**src/rtl/scc_pkg.sv**
```systemverilog
// Shared definitions for the SCC sequencer, decoder and bench.
package scc_pkg;

  localparam int XLEN = 32;
  localparam logic [XLEN-1:0] PC_STEP = 32'd4;

  typedef enum logic [2:0] {
    ST_FETCH   = 3'd0,
    ST_DECODE  = 3'd1,
    ST_EXECUTE = 3'd2,
    ST_MEM     = 3'd3,
    ST_WB      = 3'd4,
    ST_HALT    = 3'd5,
    ST_FAULT   = 3'd6
  } state_t;

endpackage

```
**src/rtl/scc_mem_timer.sv**
```systemverilog
// Wait counter shared by the instruction and data memory handshakes.
// Counts cycles a request has been up without ack; flags expiry on the
// TIMEOUT-th waiting cycle unless ack arrives in that same cycle.
module scc_mem_timer #(
  parameter int TIMEOUT = 16
) (
  input  logic clk,
  input  logic reset,
  input  logic active,
  input  logic ack,
  output logic expired
);

  localparam int CW = (TIMEOUT > 2) ? $clog2(TIMEOUT) : 1;
  localparam logic [CW-1:0] LAST = CW'(TIMEOUT - 1);

  logic [CW-1:0] count_reg;

  // Counter is zero whenever no request waits, so every new request starts from zero.
  always_ff @(posedge clk) begin
    if (reset || !active || ack) begin
      count_reg <= '0;
    end else begin
      count_reg <= count_reg + CW'(1);
    end
  end

  // Ack in the final cycle wins over the timeout.
  assign expired = active && !ack && (count_reg == LAST);

endmodule

```
**src/rtl/scc_sequencer.sv**
```systemverilog
// Multicycle control sequencer: fetch, decode, execute, memory, writeback.
// Owns PC, retired count, halt and memory-timeout fault.
module scc_sequencer
  import scc_pkg::*;
#(
  parameter logic [XLEN-1:0] RESET_PC = '0,
  parameter int              TIMEOUT  = 16
) (
  input  logic            clk,
  input  logic            reset,
  output logic            imem_req,
  output logic [XLEN-1:0] imem_addr,
  input  logic            imem_ack,
  input  logic [XLEN-1:0] imem_rdata,
  output logic [XLEN-1:0] instruction,
  input  logic            dec_mem,
  input  logic            dec_wr_rf,
  input  logic            dec_branch,
  input  logic [XLEN-1:0] branch_target,
  input  logic            dec_halt,
  output logic            alu_en,
  output logic            dmem_req,
  input  logic            dmem_ack,
  output logic            rf_we,
  output logic [XLEN-1:0] pc,
  output logic [XLEN-1:0] retired,
  output logic            halted,
  output logic            fault
);

  state_t          state_reg, state_next;
  logic [XLEN-1:0] pc_reg;
  logic [XLEN-1:0] ir_reg;
  logic [XLEN-1:0] retired_reg;
  logic            br_taken_reg;
  logic [XLEN-1:0] br_target_reg;

  logic imem_req_raw, dmem_req_raw, alu_en_raw, rf_we_raw;
  logic wait_active, wait_ack, timed_out;

  // Only one request can be up at a time, so a single timer serves both ports.
  assign wait_active = imem_req | dmem_req;
  assign wait_ack    = (imem_req & imem_ack) | (dmem_req & dmem_ack);

  scc_mem_timer #(.TIMEOUT(TIMEOUT)) u_timer (
    .clk     (clk),
    .reset   (reset),
    .active  (wait_active),
    .ack     (wait_ack),
    .expired (timed_out)
  );

  // Next-state and strobe decode; acks are honoured only while their request is up.
  always_comb begin
    state_next   = state_reg;
    imem_req_raw = 1'b0;
    dmem_req_raw = 1'b0;
    alu_en_raw   = 1'b0;
    rf_we_raw    = 1'b0;
    case (state_reg)
      ST_FETCH: begin
        imem_req_raw = 1'b1;
        if (imem_ack)       state_next = ST_DECODE;
        else if (timed_out) state_next = ST_FAULT;
      end
      ST_DECODE:  state_next = ST_EXECUTE;
      ST_EXECUTE: begin
        alu_en_raw = 1'b1;
        if (dec_halt)     state_next = ST_HALT;
        else if (dec_mem) state_next = ST_MEM;
        else              state_next = ST_WB;
      end
      ST_MEM: begin
        dmem_req_raw = 1'b1;
        if (dmem_ack)       state_next = ST_WB;
        else if (timed_out) state_next = ST_FAULT;
      end
      ST_WB: begin
        rf_we_raw  = dec_wr_rf;
        state_next = ST_FETCH;
      end
      ST_HALT:  state_next = ST_HALT;
      ST_FAULT: state_next = ST_FAULT;
      default:  state_next = ST_FAULT;
    endcase
  end

  // Strobes read as idle while reset is held, even though the state sits in FETCH.
  assign imem_req    = imem_req_raw & ~reset;
  assign dmem_req    = dmem_req_raw & ~reset;
  assign alu_en      = alu_en_raw & ~reset;
  assign rf_we       = rf_we_raw & ~reset;
  assign halted      = (state_reg == ST_HALT) & ~reset;
  assign fault       = (state_reg == ST_FAULT) & ~reset;
  assign imem_addr   = pc_reg;
  assign pc          = pc_reg;
  assign instruction = ir_reg;
  assign retired     = retired_reg;

  // Architectural registers: state, PC, IR, retired count and captured branch.
  always_ff @(posedge clk) begin
    if (reset) begin
      state_reg     <= ST_FETCH;
      pc_reg        <= RESET_PC;
      ir_reg        <= '0;
      retired_reg   <= '0;
      br_taken_reg  <= 1'b0;
      br_target_reg <= '0;
    end else begin
      state_reg <= state_next;
      if (state_reg == ST_FETCH && imem_ack) begin
        ir_reg <= imem_rdata;
      end
      if (state_reg == ST_EXECUTE) begin
        br_taken_reg  <= dec_branch;
        br_target_reg <= branch_target;
        // A halt retires here because it never reaches writeback.
        if (dec_halt) retired_reg <= retired_reg + XLEN'(1);
      end
      if (state_reg == ST_WB) begin
        pc_reg      <= br_taken_reg ? br_target_reg : pc_reg + PC_STEP;
        retired_reg <= retired_reg + XLEN'(1);
      end
    end
  end

endmodule

```
**config.mk**
```make
export PLATFORM = sky130hd
export DESIGN_NAME = scc_sequencer
export DESIGN_NICKNAME = d
export VERILOG_FILES = /design/src/rtl/scc_pkg.sv /design/src/rtl/scc_mem_timer.sv /design/src/rtl/scc_sequencer.sv
export SDC_FILE = /design/constraint.sdc
export NUM_CORES = 1
export LEC_CHECK = 0
export CORE_MARGIN = 1.5
export CORE_UTILIZATION = 42
export DETAILED_ROUTE_END_ITERATION = 16
export PLACE_DENSITY = 0.77
export SLEW_MARGIN = 20
export SYNTH_ARGS = -nofsm -noshare
export SYNTH_HDL_FRONTEND = slang
export SYNTH_SLANG_ARGS = --single-unit
export TNS_END_PERCENT = 5
```
**constraint.sdc**
```tcl
create_clock -name clk -period 2.3 [get_ports clk]
set_input_delay 0.575 -clock clk [delete_from_list [all_inputs] [get_ports clk]]
set_output_delay 0.575 -clock clk [all_outputs]
set_load 0.005 [all_outputs]
```
# After elaboration in Yosys (flattened, before gate mapping)
# Index checks and enable logic that the tools add are counted.
[word_totals] register_bits=136 latch_bits=0 ram_bits=0 romBits=0 out_inout_bits=134 wordCells=53 mem_count=0
[op_classes] add_sub_neg=3 mul=0 div=0 n_lt_le_gt_ge=0 eq_ne=7 shift=0 mux=14 n_bitwise=11 n_reduce_logical=11
[ops] op="2-to-1 mux 32 bit" n=4
[ops] op="adder 32 x 1 -> 32 bit (second input constant)" n=1
[ops] op="adder 32 x 3 -> 32 bit (second input constant)" n=1
[ops] op="case mux 3 bit (6 select lines)" n=1
[ops] op="2-to-1 mux 3 bit" n=5
[ops] op="== test 3 bit (second input constant)" n=3
[ops] op="bitwise AND 1 bit" n=8
[ops] op="== test 3 x 2 -> 1 bit (second input constant)" n=2
[ops] op="adder 4 x 1 -> 4 bit (second input constant)" n=1
[ops] op="== test 4 bit (second input constant)" n=1
[ops] op="2-to-1 mux 1 bit" n=4
[ops] op="nonzero test 2 bit" n=2
[ops] op="== test 3 x 1 -> 1 bit (second input constant)" n=1
[ops] op="logical AND 1 bit" n=3
[ops] op="zero test 3 bit" n=1
[ops] op="zero test 1 bit" n=2
[ops] op="logical OR 1 bit" n=2
[ops] op="bitwise OR 1 bit" n=2
[ops] op="AND reduction 2 bit" n=1
[ops] op="NOT 1 bit" n=1

# Depth between registers and ports, before layout
# Gate-level depths: netlist (run 1).
[logic_depth] ltp_word=11 depth_mapped=7 depth_no_buf=5

# By module
# Synthesis (run 1) repeated with hierarchy kept, for this count alone.
[unflattened] cells_unflattened=820 hier_area_um2=6406.1
[modules_own_cells] module="scc_sequencer" n_inst=1 cells_each=803 area_each_um2=6233.5 seq_area_each_um2=2642.5
[modules_own_cells] module="scc_mem_timer" n_inst=1 cells_each=17 area_each_um2=172.7 seq_area_each_um2=80.1

# Least setup slack after synthesis (run 1)
# OpenSTA, ideal clock, no wires.
[synth_path] kind="input to output" start="input reset" end="output alu_en" arrival_ns=1.739 t_required_ns=1.725 path_slack_ns=-0.014 stages=5 n_path_buf=4 path_cell_list="clkbuf_1 > clkbuf_1 > clkbuf_1 > clkbuf_1 > nor2_1"
[synth_between] elab_chain_len=2
[synth_rtl] element="start, declared" line_no="scc_sequencer.sv:10" text="input logic reset,"
[synth_rtl] element="NOT 1 bit" line_no="scc_sequencer.sv:91" text="assign alu_en = alu_en_raw & ~reset;"
[synth_rtl] element="bitwise AND 1 bit" line_no="scc_sequencer.sv:91"
[synth_rtl] element="end, declared" line_no="scc_sequencer.sv:21" text="output logic alu_en,"
# No other way between the ends.

# Worst setup path in the final report (run 1)
[layout_path] start="register state_reg[2]" end="output alu_en"
[layout_between] elab_chain_len=3
[layout_rtl] element="start, declared" line_no="scc_sequencer.sv:31" text="state_t state_reg, state_next;"
[layout_rtl] element="start signal, assigned" line_no="scc_sequencer.sv:110" text="state_reg <= state_next;"
[layout_rtl] element="== test 3 x 2 -> 1 bit" line_no="scc_sequencer.sv:60" text="case (state_reg)"
[layout_rtl] element="2-to-1 mux 1 bit" line_no="scc_sequencer.sv:60"
[layout_rtl] element="bitwise AND 1 bit" line_no="scc_sequencer.sv:91"
# No other way between the ends.

==> run_results.csv, run 1 <==
group,metric,value,unit
global_route,antenna_found_initial,0,
power_and_ir_drop,p_int,0.00496,W
sta,fin_crit_sh,96.7,%
cts,clockBufferDepth,2,
yosys,synth_area_leaders,"dfxtp_1 (42%), nand2_1 (6.0%), a21oi_1 (5.3%)",
yosys,synth_cell_types,65,
yosys,syn_inst,764,
sta,timing_max_transition_violations_final,0,
sta,worst-slew-pin-transition,488,ps
route,drtAntennaViolNets,0,
setup_path,path_max_fanout,9,
sta,clock_skew,8.93,ps
setup_path,critPathLaunchType,"flop",
sta,slew-limit-headroom,67.1,%
place,dpl.hpwl,13800,um
hold_path,hold_class,"flop to flop",
place,dpl_worst_slack,-34.6,ps
yosys,synth_seq_cells,136,
layout,design_area,9440,um2
setup_path,rr_worst_depth,4,
power_and_ir_drop,pwr-share-seq,40.3,%
setup_path,r2r-start,"imem_addr[4]",
cts,insertion_delay,420,ps
cts,clockRootBuffer,"clkbuf_16",
power_and_ir_drop,power.net_switching,0.00157,W
yosys,yosysWarnings,0,
global_route,track_usage,23.5,%
flow_run,maxCapViolCount,0,
sta,timing.final.ws_setup,75.1,ps
power_and_ir_drop,p_leak,3.38,nW
global_route,grt-ovfl-total,0,
place,gp_congestion,0.855,
route,wl_per_cell,16.7,um
cts,postCtsHoldBufs,0,
floorplanning,start_util,42.7,%
place,dp.cells,1120,
yosys,synth_top_area_share,42.1,%
cts,cts_inserted_buffers,17,
floorplanning,core-area,15100,um2
yosys,synth_seq_area_share,42.1,%
sta,layout_min_cycle_time,2220,ps
global_route,grt_pass1_wl,30400,um
layout,syn2layout_area_growth,45.7,%
floorplanning,die_y,127,um
sta,final_hold_viol_count,0,
setup_path,criticalPathCategory,"flop to output pin",
power_and_ir_drop,total_power,0.00653,W
layout,diodes,0,
sta,rsz0062_at_grt,"false",
setup_path,crit_arrival,1650,ps
setup_path,reg2reg_slack,300,ps
sta,max_freq,449,MHz
cts,clock_sinks,136,
power_and_ir_drop,switching_share,24.0,%
hold_path,whs_path_depth,2,
route,vias_per_cell,5.74,
yosys,synth_ff_type,"dfxtp_1",
floorplanning,dieArea,16200,um2
power_and_ir_drop,irDropWorstVdd,572,uV
route,num_vias,6620,
place,placed_area,8740,um2
power_and_ir_drop,p_per_area,692,nW/um2
status,status,"complete, no violations",
setup_path,r2r-end,"imem_addr[31]",
hold_path,holdPathEnd,"imem_addr[0]",
floorplanning,io_pins,206,
floorplanning,rows,45,
layout,fin_nets,1027,
yosys,syn_nets,839,
cts,cts_tree,"yes",
power_and_ir_drop,clock_power_share,45.9,%
power_and_ir_drop,pwr-share-comb,13.8,%
route,first_pass_iters,5,
setup_path,cp.required,1730,ps
setup_path,critPathCaptureType,"output pin",
place,io_buffers,205,
cts,clk_pin_slew,60,ps
floorplanning,fp.dieW,127,um
yosys,netlist_area,6470,um2
route,drtIter0Drc,518,
yosys,avgSynthCellArea,8.47,um2
yosys,synth-edff-count,0,
route,wl,19300,um
yosys,synthArstFlopShare,0,%
cts,htreeDepth,4,
route,drc,0,
layout,fin_cells,1153,
yosys,yosysTopAreaCell,"dfxtp_1",
global_route,grt_pass1_vias,6007,
layout,layout-drive-gt1-share,11.7,%
hold_path,min_from,"br_target_reg[0]",
sta,finalSetupViolations,0,
global_route,grt_max_degree,47,
sta,fin_tns_setup,0,ps
## synthesized netlist by cell type, types with 3 or more instances
| master | number |
|---|---|
| nor3_1 | 11 |
| o31ai_1 | 14 |
| or4_1 | 21 |
| or3_1 | 10 |
| buf_2 | 14 |
| a21oi_1 | 68 |
| buf_4 | 33 |
| and3_1 | 10 |
| o22ai_1 | 3 |
| and4_1 | 13 |
| a31oi_1 | 10 |
| a22oi_1 | 13 |
| a211oi_1 | 4 |
| dfxtp_1 | 136 |
| o311ai_0 | 6 |
| nor2_1 | 36 |
| nand4_1 | 19 |
| mux2i_1 | 9 |
| o41ai_1 | 5 |
| clkbuf_1 | 44 |
| nand3_1 | 26 |
| mux2_2 | 5 |
| o211ai_1 | 12 |
| and3b_1 | 3 |
| o21ai_0 | 19 |
| inv_1 | 10 |
| a22o_1 | 35 |
| ha_1 | 3 |
| xor2_1 | 6 |
| nand2_1 | 103 |
| and2_1 | 6 |
| o221ai_1 | 3 |
| nor4_1 | 7 |
| nor2b_1 | 5 |
| or2_2 | 4 |
## worst max-delay path, cell delays in order (launching register included)
cell and delay [ps]:
dfxtp_2 350, nand2b_1 200, or2_2 320, nor2_2 120
clkdlybuf4s15_2 230
## timing repair
action                                  in CTS  in global routing
setup buffers                                0                  1
gates resized for setup                      9                  9
endpoints found under the setup margin       5                  4
## kinds of logic after synthesis
| logic type | count (synthesis) | share of synthesized area, % |
|---|---|---|
| xor+xnor | 8 | 1.08 |
| flops | 136 | 42.1 |
| simple gates | 291 | 23.9 |
| mux | 14 | 2.26 |
| compound gates | 209 | 22.0 |
| fa+ha+maj | 3 | 0.580 |
| buf+inv | 103 | 8.16 |
## how the worst max path moves through the flow
stage / start / endpoint / slack [ps] / cells past startpoint
final: state_reg[2] / alu_en / 80 / 4
after global routing: state_reg[2] / alu_en / 3 / 4
after CTS: state_reg[1] / halted / -40 / 3
after detailed placement: dec_halt / retired[17] / -30 / 6
after global placement: dec_halt / retired[17] / -20 / 6
after floorplan: reset / alu_en / 70 / 5
## per-layer routing
layer / vias up / GRT usage [%] / share of wire [%] / wire length [um]
met5: - / 0 / 0 / 0
met4: 0 / 7.69 / 1.6 / 309
met3: 25 / 7.54 / 9.0 / 1730
met2: 300 / 37.6 / 47 / 9020
met1: 3104 / 30.1 / 43 / 8200
li1: 3191 / - / - / -
## layout make-up
cell class	count	area (um2)
clock buffers	18	429
well taps	188	235
inverters	11	41.3
flip-flops and latches	136	2730
repair buffers	261	2510
clock inverters	14	221
fillers	1282	5710
multi-input cells	525	3260
## cell usage in the layout (no fill, tap or decap), types with 11 or more instances in the layout
cell,netlist,layout
a21oi_1,68,68
a22o_1,35,35
a22oi_1,13,13
and4_1,13,13
buf_4,33,54
clkbuf_16,0,17
clkdlybuf4s50_1,0,199
dfxtp_1,136,133
nand2_1,103,103
nand3_1,26,26
nand4_1,19,19
nor2_1,36,32
nor3_1,11,11
o211ai_1,12,12
o21ai_0,19,19
o31ai_1,14,14
or4_1,21,21
## through the flow
step / hold slack, ps / util (%)
after global placement: 433 / 57.7
after floorplan: 418 / -
after global routing: 465 / 62.3
final: 447 / 62.3
after detailed placement: 444 / 57.7
after CTS: 453 / 62.1
## power by group through the flow
stage | Sequential, W | Combinational, W | Clock, W
2_1_floorplan | 0.00265 | 0.000398 | 0
3_3_place_gp | 0.00267 | 0.000877 | 0
3_5_place_dp | 0.00267 | 0.000890 | 0
4_1_cts | 0.00263 | 0.000895 | 0.00302
5_1_grt | 0.00265 | 0.000972 | 0.00313
6_report | 0.00263 | 0.000898 | 0.00300
Power figures use the tool's default switching activity.
==> inputs of run 2 (changes only) <==
Settings changed: CORE_UTILIZATION 42 to 30, PLACE_DENSITY 0.77 to not set.
==> run_results.csv, run 2 (synthesis results as in run 1) <==
group,metric,value,unit
layout,layout-drive-gt1-share,11.8,%
setup_path,rr_worst_depth,4,
sta,fin_crit_sh,95.6,%
cts,clk_pin_slew,70,ps
power_and_ir_drop,p_per_area,666,nW/um2
sta,max_freq,455,MHz
sta,clock_skew,12.9,ps
floorplanning,fp.dieW,150,um
hold_path,hold_class,"flop to flop",
route,wl,19900,um
cts,clock_sinks,136,
cts,clockBufferDepth,2,
setup_path,critical-path-top-delay-family,"simple AND/OR/NAND/NOR gates",
global_route,grt-ovfl-total,0,
power_and_ir_drop,pwr-share-seq,41.0,%
cts,insertion_delay,440,ps
sta,layout_min_cycle_time,2200,ps
cts,clockRootBuffer,"clkbuf_16",
power_and_ir_drop,switching_share,27.3,%
cts,cts_tree,"yes",
hold_path,whs_path_depth,2,
global_route,grt_max_degree,34,
floorplanning,dieArea,22500,um2
power_and_ir_drop,p_int,0.00460,W
cts,postCtsHoldBufs,0,
setup_path,cp.required,1730,ps
setup_path,critPathLaunchType,"flop",
route,vias_per_cell,5.13,
floorplanning,start_util,30.7,%
power_and_ir_drop,irDropWorstVdd,474,uV
route,wl_per_cell,16.0,um
sta,slew-limit-headroom,59.4,%
global_route,grt_pass1_wl,31700,um
power_and_ir_drop,clock_power_share,44.0,%
sta,final_hold_viol_count,0,
power_and_ir_drop,pwr-share-comb,15.0,%
layout,layout_commonest_cell,"clkdlybuf4s50_1",
setup_path,path_cells,"nand2b_1, or2_2, nor2_2, clkdlybuf4s15_2",
route,drtAntennaViolNets,0,
sta,worst-slew-pin-transition,608,ps
place,placed_area,8810,um2
status,status,"complete, no violations",
sta,timing_max_transition_violations_final,0,
setup_path,path_depth,4,
layout,diodes,0,
setup_path,crit_slowest_cell,"dfxtp_1",
setup_path,path_buf_inv,1,
route,drc,0,
route,num_vias,6373,
layout,fin_nets,1029,
floorplanning,core-area,21100,um2
sta,hold_slack,452,ps
floorplanning,io_pins,206,
route,drtIter0Drc,406,
power_and_ir_drop,power.net_switching,0.00172,W
flow_run,maxCapViolCount,0,
layout,final_cell_mix,"clkdlybuf4s50_1 (199), dfxtp_1 (135), nand2_1 (103), a21oi_1 (68), buf_4 (55)",
floorplanning,die_y,150,um
layout,design_area,9480,um2
route,first_pass_iters,5,
place,dpl.hpwl,14400,um
cts,cts_inserted_buffers,17,
layout,fill_cells,2070,
power_and_ir_drop,total_power,0.00632,W
setup_path,crit_arrival,1620,ps
place,gp_congestion,0.809,
sta,rsz0062_at_grt,"false",
place,io_buffers,205,
setup_path,criticalPathCategory,"flop to output pin",
global_route,track_usage,18.0,%
power_and_ir_drop,p_leak,3.35,nW
global_route,grt_pass1_vias,5878,
cts,htreeDepth,4,
global_route,antenna_found_initial,0,
layout,syn2layout_area_growth,46.5,%
floorplanning,rows,53,
setup_path,critPathCaptureType,"output pin",
setup_path,path_max_fanout,3,
sta,finalSetupViolations,0,
setup_path,crit_path_max_incr_delay,320,ps
## run 2: cell types whose count changed in the layout (fill, tap and decap cells not counted), moves of 3 or more
cell,previous run,this run
bufinv_16,5,1
clkinv_4,3,0
inv_6,2,5
inv_8,0,5
## run 2: layout make-up
type	count	area [um2]	share of cell area [%]
Multi-Input combinational cell	525	3260	34.3
Clock inverter	15	175	1.85
Clock buffer	17	425	4.49
Sequential cell	136	2720	28.7
Inverter	11	41.3	0.435
Timing Repair Buffer	263	2520	26.5
Tap cell	275	344	3.63
## run 2: path summary, 6_finish.rpt
| check | start | to | slack [ps] |
|---|---|---|---|
| worst max register to register | imem_addr[12] | imem_addr[23] | 200 |
| worst min register to register | br_target_reg[0] | imem_addr[0] | 450 |
| worst max-delay path | state_reg[2] | alu_en | 100 |
| worst min-delay path | br_target_reg[0] | imem_addr[0] | 450 |
## run 2: power by group through the flow
stage / Combinational [W] / Clock, W / Sequential (W)
6_report: 0.000946 / 0.00278 / 0.00259
5_1_grt: 0.00104 / 0.00296 / 0.00261
4_1_cts: 0.000949 / 0.00285 / 0.00259
3_5_place_dp: 0.000937 / 0 / 0.00264
3_3_place_gp: 0.000931 / 0 / 0.00264
2_1_floorplan: 0.000398 / 0 / 0.00265
## run 2: worst min-delay path, cell delays in order (launching register included)
cell     delay (ps)
dfxtp_1         310
nand2_1          50
a21oi_1          50
## run 2: per-layer routing
layer  share of wire, %  global-route usage, %  up-vias
met5                  0                      0        -
met4                1.2                   5.78        0
met3                7.8                   5.46       20
met2                 44                   26.6      212
met1                 47                   24.9     2950
li1                   -                      -     3191
## run 2: through the flow
stage	TNS, ps	std cells	setup slack [ps]	util (%)
6_report	0	1242	102	45.0
5_1_grt	0	1242	14.0	45.0
4_1_cts	0	1242	12.7	44.9
3_5_place_dp	-838	1205	-112	41.8
3_3_place_gp	-433	1205	-71.3	41.8
2_1_floorplan	0	764	69.2	-
## run 2: what timing repair did
action | CTS | global route
gates cloned | 0 | 0
buffers inserted | 5 | 0
gates resized for setup | 12 | 5
setup endpoints to repair | 5 | 2
==> inputs of run 3 (changes only) <==
Settings changed: CAP_MARGIN set to 20, HOLD_SLACK_MARGIN set to 0.15.
==> results of run 3 <==
Final layout, timing and power as in run 2 (identical DEF).
